$ cat src/rtl/enc_capture_mc_pkg.sv
// enc_capture_mc_pkg: shared edge-mode encodings and sizing helpers for the encoder capture block
package enc_capture_mc_pkg;
  typedef enum logic [1:0] {
    EM_RISE = 2'b00,
    EM_FALL = 2'b01,
    EM_BOTH = 2'b10,
    EM_NONE = 2'b11
  } edge_mode_e;
  localparam int SETTLE_CYC = 3;
  function automatic int ch_w(input int n);
    return (n > 1) ? $clog2(n) : 1;
  endfunction
endpackage

$ cat src/rtl/enc_chan_filt.sv
// enc_chan_filt: per-channel synchroniser, glitch filter and registered qualified edge pulse
module enc_chan_filt
  import enc_capture_mc_pkg::*;
#(
  parameter int FILT_W = 4
) (
  input  logic              clk,
  input  logic              rst,
  input  logic              enc_in,
  input  logic [1:0]        edge_mode,
  input  logic [FILT_W-1:0] filt_len,
  output logic              edge_p
);
  logic s1, s2, lvl, lvl_d, settled, rise, fall, hit;
  logic [FILT_W-1:0] run;
  logic [1:0] settle;
  // qualify the level change against the selected edge mode
  always_comb begin
    settled = settle == 2'(SETTLE_CYC);
    rise = lvl & ~lvl_d;
    fall = ~lvl & lvl_d;
    hit = (edge_mode == EM_RISE) ? rise :
          (edge_mode == EM_FALL) ? fall :
          (edge_mode == EM_BOTH) ? (rise | fall) : 1'b0;
  end
  // sync, filter and edge register; after reset the level is seeded from the synchroniser with edges inhibited
  always_ff @(posedge clk) begin
    if (rst) begin
      s1 <= 1'b0;
      s2 <= 1'b0;
      lvl <= 1'b0;
      lvl_d <= 1'b0;
      run <= '0;
      settle <= '0;
      edge_p <= 1'b0;
    end else begin
      s1 <= enc_in;
      s2 <= s1;
      edge_p <= settled & hit;
      if (!settled) begin
        settle <= settle + 2'd1;
        lvl <= s2;
        lvl_d <= s2;
        run <= '0;
      end else begin
        lvl_d <= lvl;
        if (s2 == lvl) run <= '0;
        else if (run >= filt_len) begin
          lvl <= s2;
          run <= '0;
        end else run <= run + FILT_W'(1);
      end
    end
  end
endmodule

$ cat src/rtl/enc_capture_mc.sv
// enc_capture_mc: multi-channel encoder edge capture with timestamps, round-robin arbiter and stream output
module enc_capture_mc
  import enc_capture_mc_pkg::*;
#(
  parameter int N_CH   = 4,
  parameter int TS_W   = 32,
  parameter int CNT_W  = 32,
  parameter int FILT_W = 4,
  localparam int CW    = ch_w(N_CH)
) (
  input  logic              clk,
  input  logic              rst,
  input  logic [N_CH-1:0]   enc_in,
  input  logic              en,
  input  logic [1:0]        edge_mode,
  input  logic [FILT_W-1:0] filt_len,
  input  logic              ts_clr,
  input  logic              ovf_clr,
  output logic              m_valid,
  input  logic              m_ready,
  output logic [CW-1:0]     m_ch,
  output logic [TS_W-1:0]   m_ts,
  output logic [CNT_W-1:0]  m_cnt,
  output logic [N_CH-1:0]   ovf
);
  logic [N_CH-1:0] edge_p, pend, fly, cand, free, take, drop;
  logic [CNT_W-1:0] cnt [N_CH];
  logic [CNT_W-1:0] slot_cnt [N_CH];
  logic [TS_W-1:0] slot_ts [N_CH];
  logic [TS_W-1:0] ts;
  logic [CW-1:0] ptr, gnt;
  logic xfer, found, load;
  int idx;

  for (genvar g = 0; g < N_CH; g++) begin : g_ch
    enc_chan_filt #(.FILT_W(FILT_W)) u_filt (
      .clk(clk),
      .rst(rst),
      .enc_in(enc_in[g]),
      .edge_mode(edge_mode),
      .filt_len(filt_len),
      .edge_p(edge_p[g])
    );
  end

  // slot bookkeeping: a slot stays occupied while its event sits in the output stage, freed on transfer
  always_comb begin
    xfer = m_valid & m_ready;
    free = '0;
    take = '0;
    drop = '0;
    for (int i = 0; i < N_CH; i++) begin
      free[i] = xfer && (m_ch == CW'(i));
      take[i] = en & edge_p[i] & (~pend[i] | free[i]);
      drop[i] = en & edge_p[i] & pend[i] & ~free[i];
    end
  end

  // round-robin search from ptr over pending slots not already presented
  always_comb begin
    fly = m_valid ? (N_CH'(1) << m_ch) : '0;
    cand = pend & ~fly;
    found = 1'b0;
    gnt = '0;
    idx = 0;
    for (int k = 0; k < N_CH; k++) begin
      idx = int'(ptr) + k;
      idx = (idx >= N_CH) ? idx - N_CH : idx;
      if (!found && cand[idx]) begin
        found = 1'b1;
        gnt = CW'(idx);
      end
    end
    load = found & (~m_valid | m_ready);
  end

  // free-running timestamp; clear has priority over increment
  always_ff @(posedge clk) begin
    if (rst) ts <= '0;
    else ts <= ts_clr ? '0 : ts + TS_W'(1);
  end

  // per-channel edge counters, one-entry slots and sticky overflow flags
  always_ff @(posedge clk) begin
    if (rst) begin
      pend <= '0;
      ovf <= '0;
      for (int i = 0; i < N_CH; i++) begin
        cnt[i] <= '0;
        slot_cnt[i] <= '0;
        slot_ts[i] <= '0;
      end
    end else begin
      pend <= take | (pend & ~free);
      ovf <= drop | (ovf & ~{N_CH{ovf_clr}});
      for (int i = 0; i < N_CH; i++) begin
        if (en && edge_p[i]) cnt[i] <= cnt[i] + CNT_W'(1);
        if (take[i]) begin
          slot_cnt[i] <= cnt[i] + CNT_W'(1);
          slot_ts[i] <= ts;
        end
      end
    end
  end

  // registered output stage and arbiter pointer
  always_ff @(posedge clk) begin
    if (rst) begin
      m_valid <= 1'b0;
      m_ch <= '0;
      m_ts <= '0;
      m_cnt <= '0;
      ptr <= '0;
    end else if (load) begin
      m_valid <= 1'b1;
      m_ch <= gnt;
      m_ts <= slot_ts[gnt];
      m_cnt <= slot_cnt[gnt];
      ptr <= (gnt == CW'(N_CH - 1)) ? '0 : gnt + CW'(1);
    end else if (xfer) m_valid <= 1'b0;
  end
endmodule

$ cat config.mk
export PLATFORM = sky130hd
export DESIGN_NAME = enc_capture_mc
export DESIGN_NICKNAME = d
export VERILOG_FILES = /design/src/rtl/enc_capture_mc_pkg.sv /design/src/rtl/enc_chan_filt.sv /design/src/rtl/enc_capture_mc.sv
export SDC_FILE = /design/constraint.sdc
export NUM_CORES = 1
export LEC_CHECK = 0
export ABC_AREA = 1
export CORE_UTILIZATION = 29
export DETAILED_ROUTE_END_ITERATION = 10
export PLACE_DENSITY = 0.43
export SLEW_MARGIN = 20
export SYNTH_ARGS = -nofsm -noshare
export SYNTH_HDL_FRONTEND = slang
export SYNTH_SLANG_ARGS = --single-unit
$ cat constraint.sdc
create_clock -name clk -period 8.2 [get_ports clk]
set_input_delay 1.64 -clock clk [delete_from_list [all_inputs] [get_ports clk]]
set_output_delay 1.64 -clock clk [all_outputs]
set_load 0.005 [all_outputs]
# Word level (Yosys, flattened, before mapping)
# Memories as Yosys holds them, arrays and structs flattened. A register that Yosys moved wholly into a read port is not among the register bits.
# Cells that the tools add are included.
classes:
  add_sub_neg: 21
  n_mul: 0
  n_div: 0
  order_cmp: 12
  n_eq_ne: 22
  n_shift: 1
  mux: 94
  bitwise: 80
  reduce_logical: 26
ops:
  columns: ["cell", "n"]
  rows:
  - ["$mux W32", 16]
  - ["$add A32 B1 Y32 const B", 5]
  - ["$lt A32 B4 Y1 const B", 4]
  - ["$mux W1", 68]
  - ["$and A1 B1 Y1", 30]
  - ["$not A1 Y1", 21]
  - ["$or A1 B1 Y1", 21]
  - ["$add A4 B1 Y4 const B", 4]
  - ["$eq A2 B2 Y1 const B", 8]
  - ["$ge A4 B4 Y1", 4]
  - ["$ne A2 B2 Y1 const B", 8]
  - ["$reduce_or A4 Y1", 4]
  - ["$and A4 B4 Y4", 3]
  - ["$not A4 Y4", 3]
  - ["$sub A3 B3 Y4 const B", 3]
  - ["$logic_and A1 B1 Y1", 11]
  - ["$add A2 B1 Y2 const B", 5]
  - ["$mux W2", 5]
  - ["$ge A3 B3 Y1 const B", 3]
  - ["$bmux W1 S2", 4]
  - ["$or A4 B4 Y4", 2]
  - ["$reduce_and A2 Y1", 4]
  - ["$add A2 B2 Y3 const B", 2]
  - ["$eq A1 B1 Y1", 4]
  - ["10 further kinds", 14]
totals:
  regBits: 89
  latch_bits: 0
  mem_bits_rw: 384
  romBits: 0
  elab_cells: 293
  memories: 3
memory_table:
  columns: ["memory", "words", "word_bits", "rd", "rd_clocked_by_memory_dff", "write_ports", "line_no", "text"]
  rows:
  - ["cnt", 4, 32, 4, 0, 4, "enc_capture_mc.sv:27", "logic [CNT_W-1:0] cnt [N_CH];"]
  - ["slot_cnt", 4, 32, 1, 1, 4, "enc_capture_mc.sv:28", "logic [CNT_W-1:0] slot_cnt [N_CH];"]
  - ["slot_ts", 4, 32, 1, 1, 4, "enc_capture_mc.sv:29", "logic [TS_W-1:0] slot_ts [N_CH];"]

# Longest topological paths before layout
# Gate-level depths: netlist (run 1).
logic_depth:
  ltp_word: 19
  ltp_mapped: 17
  depth_no_buf: 15

# Cells and area by module
# A second synthesis (run 1) with hierarchy kept.
hier_totals:
  hier_cells: 2814
  area_unflattened_um2: 25685.9
modules_own_cells:
  columns: ["mod", "n_inst", "cells_each", "area_each_um2", "seq_area_each_um2"]
  rows:
  - ["enc_capture_mc", 1, 2542, 23453.7, 13713.2]
  - ["enc_chan_filt", 4, 68, 558.0, 220.2]

# Worst setup path after synthesis (run 1)
# Ideal clock, no wire load.
synth_timing:
  kind: "input -> register"
  startpoint: "input m_ready"
  endpoint: "memory slot_cnt[1][0] (enable)"
  setup_time_ns: 0.574
  arrival_time_ns: 6.676
  t_required_ns: 7.626
  setup_slack_ns: 0.950
  cell_stages: 4
  path_cell_list: "nand2_1 -> o31ai_1 -> inv_1 -> o21ai_0"
synth_lines:
  columns: ["element", "line_no", "text"]
  rows:
  - ["from (decl)", "enc_capture_mc.sv:20", "input logic m_ready,"]
  - ["to (decl)", "enc_capture_mc.sv:28", null]

==> reports/metrics.cfg, run 1 <==
[timing]
maxSlewViolCount=0
clock.fmax_mhz=243.5
skew_ns=0.03304
hold_violations=0
fin_crit_sh=0.5007
worst_pin_slew_ns=1.048
grt_setup_unrepaired=false
slew_headroom=0.3015
min_period_ns=4.106
finalSetupViolations=0
setup_tns_ns=0
hold_slack_ns=0.4015

[floorplan]
core-area_sq_um=90150
die_w_um=303.7
dieArea_sq_um=92250
start_util=0.2929
die_y_um=303.7
num_rows=110
ioPinCount=87

[logic_synthesis]
synth_seq_cells=537
synth-edff-count=384
seq_area_frac_synth=0.5528
netlist_area_sq_um=26400
synth_area_leaders=edfxtp_1 (44%), dfxtp_1 (12%), nor2_1 (8.6%)
synth_area_leader_cell=edfxtp_1
synth_common_cells=nor2_1 (607), inv_1 (570), nand2_1 (401)
synthMuxAreaShare=0
synth_top_family_by_area=simple AND/OR/NAND/NOR gates
yosys_warnings=0
syn_nets=3157
yosysMostFrequentCell=nor2_1
yosysTopAreaCellShare=0.4368
synthCells=3104
synth_area_per_cell_sq_um=8.506
synth_adder_area_share=0.01753
synth-compound-area-share=0.02990
async_reset_ff_frac=0
synth_ff_type=edfxtp_1
synth-simple-area-share=0.2559
synth-xor-area-share=0.03810
netlist-cell-type-count=43

[cts]
clock_latency_ns=0.61
clockBufferDepth=3
cts_root_buffer=clkbuf_16
cts-hold-fix-buffers=0
post-cts-setup-buffers=0
clkSlewWorstSetupHoldPaths_ns=0.06
cts_buffers=66
cts-resized-gates=0
htreeDepth=3
cts_tree=done
clock_sinks=537

[place]
gp_congestion=0.7936
hpwl_um=46640
port_buffers=86

[global_route]
grt_pass1_vias=19220
grt_pass1_wl_um=113600
antenna_found_initial=1
grt_max_degree=73
gr-total-overflow=0
track_usage=0.1570

[min_path]
hp-class=reg -> reg

[routing]
drc_errors=0
vias_per_cell=4.439
first_pass_iters=5
first_iter_violations=1211
vias=19510
wl_um=71880
wl_per_cell_um=16.36
drtAntennaViolNets=0

[run]
drv_cap=0

[critical_path]
crit_required_ns=8.42
cp_slowest_stage_delay_ns=0.71
crit_arrival_ns=4.33
critPathTopFamily=buffers and inverters
slowest_stage=buf_4
path_class=in -> reg
crit_path_end_kind=register
crit_chain=clkdlybuf4s50_1 > nand2_1 > o31ai_1 > inv_1 > o21ai_4 > buf_4
critPathLaunchType=input port
worst-path-buf-inv=3
path_max_fanout=47

[finish]
syn_to_final_growth_pct=16.15
fillers=9411
drive_gt1_frac=0.05595
nets=3217

[pwr]
vdd_ir_drop_max_mv=0.1667
p_leak_uw=0.01230
pwr_density_cell_nw_per_um2=269.0

[run_status]
status=completed

## kinds of logic (layout without fill, tap and decap cells)
logic type	count (synthesis)	after routing
AND/OR/NAND/NOR	1565	1565
other	0	1
AO/OA/AOI/OAI	148	148
adder cells (fa/ha/maj)	37	37
XOR/XNOR	114	114
flip-flops	537	537
buffers and inverters	703	816
## path summary, 6_finish.rpt
| path | startpoint | slack, ns | depth (start not counted) | end |
|---|---|---|---|---|
| hold reg to reg | g_ch[0].u_filt.s1$_SDFF_PP0_ | 0.40 | 2 | g_ch[0].u_filt.s2$_SDFF_PP0_ |
| setup / recovery | m_ready | 4.09 | 6 | slot_cnt[1][9]$_SDFFCE_PN0P_ |
| hold / removal | g_ch[0].u_filt.s1$_SDFF_PP0_ | 0.40 | 2 | g_ch[0].u_filt.s2$_SDFF_PP0_ |
| setup reg to reg | ptr[0]$_SDFFE_PP0P_ | 4.51 | 15 | m_cnt[25]$_SDFFE_PP0P_ |
## placed cells by master, fill, tap and decap left out, types with 4 or more instances in the layout
cell	instances
nand4_1	42
or2_2	15
nand2_1	397
xor2_1	68
clkinv_1	11
nor3_1	63
dfxtp_1	153
edfxtp_1	384
nor2_2	8
clkbuf_16	70
clkinv_2	17
o31ai_1	6
inv_1	569
nor4_1	14
nor2_1	607
bufinv_16	7
a21oi_1	79
nand3_1	386
nor3b_1	9
buf_4	28
clkbuf_8	5
o22ai_1	5
clkbuf_1	11
a211oi_1	4
clkdlybuf4s50_1	85
ha_1	37
inv_2	6
o21ai_0	43
xnor2_1	45
## per-stage QoR
step / total power, uW / cell area (sq um) / setup WS (ns) / util / cells
after floorplan: 4649 / 26400 / 0.9501 / - / 3104
after CTS: 8392 / 30640 / 4.038 / 0.3399 / 4392
after global routing: 8761 / 30670 / 3.851 / 0.3402 / 4394
final: 8250 / 30670 / 4.094 / 0.3402 / 4394
after detailed placement: 5308 / 28390 / 3.401 / 0.3150 / 4271
after global placement: 5299 / 28390 / 3.456 / 0.3150 / 4271
## report_power, final
group	internal, uW	total [uW]	switching [uW]
logic	650	2030	1380
clock network	1830	3030	1200
registers	3080	3190	113
total	5560	8250	2690
## flip-flops by register name (all words and copies together), names as in the netlist
| register | cells |
|---|---|
| cnt | 128 |
| g_ch.u_filt.edge_p | 4 |
| g_ch.u_filt.lvl | 4 |
| g_ch.u_filt.lvl_d | 4 |
| g_ch.u_filt.run | 16 |
| g_ch.u_filt.s1 | 4 |
| g_ch.u_filt.s2 | 4 |
| g_ch.u_filt.settle | 8 |
| m_ch | 2 |
| m_cnt | 32 |
| m_ts | 32 |
| m_valid | 1 |
| ovf | 4 |
| pend | 4 |
| ptr | 2 |
| slot_cnt | 128 |
| slot_ts | 128 |
| ts | 32 |
## worst reg2reg max path, stage by stage (launching register included)
cell and delay (ns):
dfxtp_1 0.60, inv_1 0.16, nand3_1 0.15, nand2_1 0.08, nand2_1 0.08, nand2_1 0.07
nor2_1 0.08, nor2_1 0.07, nand2_4 0.11, buf_4 0.69, buf_4 0.70, nand3_1 0.32
nand3_1 0.22, nand3_1 0.14, nand2_1 0.10, inv_1 0.03
## layer usage
metal / vias up / share of wire / routed length, um / track usage
li1: 10040 / - / - / -
met2: 315 / 0.45 / 32330 / 0.2522
met4: 0 / 0.021 / 1515 / 0.03742
met1: 9058 / 0.50 / 35730 / 0.2217
met3: 90 / 0.032 / 2301 / 0.02295
met5: - / 0 / 0 / 0
## final cells by class
cell class              instances  area [sq um]  share of cell area
diodes                          1         2.502          0.00008160
clock buffers                  86          1862             0.06071
clock inverters                35         387.9             0.01265
inverters                     581          2182             0.07116
multi-input cells            1864          9085              0.2963
flip-flops and latches        537         14590              0.4759
well taps                    1176          1471             0.04798
repair buffers                114          1081             0.03525
Note: power is estimated with default switching activity, not from simulation.
==> run 2, diff against run 1 <==
Clock period 8.2 ns to 3.8 ns, I/O delays scaled along.
==> reports/metrics.cfg, run 2 (synthesis gave the netlist of run 1 again) <==
[finish]
syn_to_final_growth_pct=16.24  ; about the same
top_regs=cnt: 128 flops, slot_cnt: 128 flops, slot_ts: 128 flops
layout_common_cells=nor2_1 (607), inv_1 (570), nand2_1 (397), nand3_1 (386), edfxtp_1 (384)
drive_gt1_frac=0.05815  ; +0.002198
design_area_sq_um=30690  ; about the same
diodes=0  ; -1
fin_util=0.3404  ; about the same
final_common_cell=nor2_1
nets=3233  ; +0.50%
multi_input_area_sq_um=9085  ; unchanged
seq_area_sq_um=14590  ; unchanged
fillers=9411  ; unchanged

[timing]
slew_headroom=0.3667  ; +0.06520
clock.fmax_mhz=336.1
fin_crit_sh=0.7830
skew_ns=0.02711  ; -0.005927 ns
grt_setup_unrepaired=false
finalSetupViolations=0  ; unchanged
worst_pin_slew_ns=0.9500  ; -0.09779 ns
hold_violations=0  ; unchanged
setup_tns_ns=0  ; unchanged
min_period_ns=2.975
maxSlewViolCount=0  ; unchanged

[cts]
cts-hold-fix-buffers=0  ; unchanged
cts_tree=done
cts-resized-gates=0  ; unchanged
cts_root_buffer=clkbuf_16
clockBufferDepth=3  ; unchanged
post-cts-setup-buffers=0  ; unchanged
clock_latency_ns=0.64  ; +0.03 ns
htreeDepth=2  ; -1
clock_sinks=537  ; unchanged
clkSlewWorstSetupHoldPaths_ns=0.06  ; about the same
cts_buffers=61  ; -7.6%

[global_route]
antenna_found_initial=0  ; -1
track_usage=0.1595  ; +0.002506
grt_pass1_wl_um=114900  ; +1.1%
gr-total-overflow=0  ; unchanged
grt_pass1_vias=19550  ; +1.7%
grt_max_degree=81  ; +11%

[pwr]
p_leak_uw=0.01232  ; +0.20%
pwr_density_cell_nw_per_um2=567.1  ; +110%
vdd_ir_drop_max_mv=0.3910  ; +130%

[floorplan]
start_util=0.2929  ; unchanged
num_rows=110  ; unchanged
die_w_um=303.7  ; unchanged
core-area_sq_um=90150  ; unchanged
dieArea_sq_um=92250  ; unchanged
die_y_um=303.7  ; unchanged
ioPinCount=87  ; unchanged

[routing]
drc_errors=0  ; unchanged
vias_per_cell=4.469  ; +0.66%
wl_um=73660  ; +2.5%
wl_per_cell_um=16.71  ; +2.1%
vias=19700  ; +1.0%
drtAntennaViolNets=0  ; unchanged
first_iter_violations=1180  ; -2.6%
first_pass_iters=5  ; unchanged

[place]
dpl_cell_area_sq_um=28680  ; +1.0%
port_buffers=86  ; unchanged
hpwl_um=48940  ; +4.9%
gp_congestion=0.8026  ; +1.1%

[run]
drv_cap=0  ; unchanged

[min_path]
worstHoldEndpoint=g_ch[0].u_filt.s2$_SDFF_PP0_
hp-class=reg -> reg
hold_start=g_ch[0].u_filt.s1$_SDFF_PP0_
hold_depth=2  ; unchanged

[critical_path]
r2r_cells=13  ; -2
path_max_fanout=34  ; -28%
r2r_start=ptr[0]$_SDFFE_PP0P_
crit_top_cell=nand3_1
crit_arrival_ns=3.54  ; -0.79 ns
reg2reg_to=m_ts[27]$_SDFFE_PP0P_
critPathLaunchType=register
critPathTopFamily=buffers and inverters
crit_chain=inv_1 > nand3_1 > nand3_1 > nand2_2 > nand3_1 > nor2_1 > nor2_4 > inv_2 > buf_4 > nand3_1 > nand3_1 > nand2_1 > inv_1
reg2reg_slack_ns=0.82  ; -3.69 ns
path_class=reg -> reg
worst-path-buf-inv=4  ; +1
cp_slowest_stage_delay_ns=0.62  ; -0.09 ns
slowest_stage=dfxtp_1
crit_path_end_kind=register
crit_required_ns=4.37  ; -4.05 ns

[run_status]
status=completed

==> run 2: changes by cell type in the layout (fill, tap and decap cells not counted), sizes merged <==
cell	previous run	this run
clkinv	31	26
inv	578	579
diode	1	0
bufinv	7	5
buf	29	50
clkbuf	86	87
==> run 2: per-stage QoR <==
stage / setup WS (ns) / cells / power (uW) / hold slack, ns
floorplan: 0.3758 / 3104 / 10020 / 0.3883
global placement: 0.5835 / 4293 / 11550 / 0.3924
detailed placement: 0.5743 / 4293 / 11580 / 0.3957
CTS: 0.8126 / 4409 / 17690 / 0.4044
global route: 0.5741 / 4409 / 18460 / 0.4146
finish: 0.8246 / 4409 / 17400 / 0.4014
==> run 2: how the worst max path moves through the flow <==
| stage | endpoint | start | cells after the start | slack [ns] |
|---|---|---|---|---|
| after floorplan | slot_cnt[3][0]$_SDFFCE_PN0P_ | rst | 4 | 0.38 |
| after global placement | slot_ts[2][0]$_SDFFCE_PN0P_ | m_ready | 8 | 0.58 |
| after detailed placement | slot_ts[2][7]$_SDFFCE_PN0P_ | m_ready | 8 | 0.57 |
| after CTS | m_cnt[30]$_SDFFE_PP0P_ | ptr[0]$_SDFFE_PP0P_ | 13 | 0.81 |
| after global routing | m_cnt[30]$_SDFFE_PP0P_ | ptr[0]$_SDFFE_PP0P_ | 13 | 0.57 |
| final | m_ts[27]$_SDFFE_PP0P_ | ptr[0]$_SDFFE_PP0P_ | 13 | 0.82 |
==> run 2: area by class of cell <==
cell class	instances	share of cell area
clock buffer	87	0.05590
multi-input combinational	1864	0.2960
tap	1176	0.04795
timing repair buffer	135	0.04403
clock inverter	29	0.009459
sequential	537	0.4756
inverter	581	0.07106
==> run 2: tightest hold or removal path, cell delays in order (launching register included) <==
cell and delay [ns]:
dfxtp_1 0.29, inv_1 0.04, nor2_1 0.03
==> run 2: per-layer routing <==
metal / up-vias / wire length, um / GRT usage
met2: 356 / 33530 / 0.2615
met3: 115 / 3097 / 0.02232
met5: - / 0 / 0
li1: 10070 / - / -
met1: 9159 / 35000 / 0.2164
met4: 0 / 2031 / 0.05182
==> run 2: report_power, final <==
part,switching (uW),internal [uW]
logic,3020,1510
registers,236,6640
clock network,2530,3480
total,5780,11600
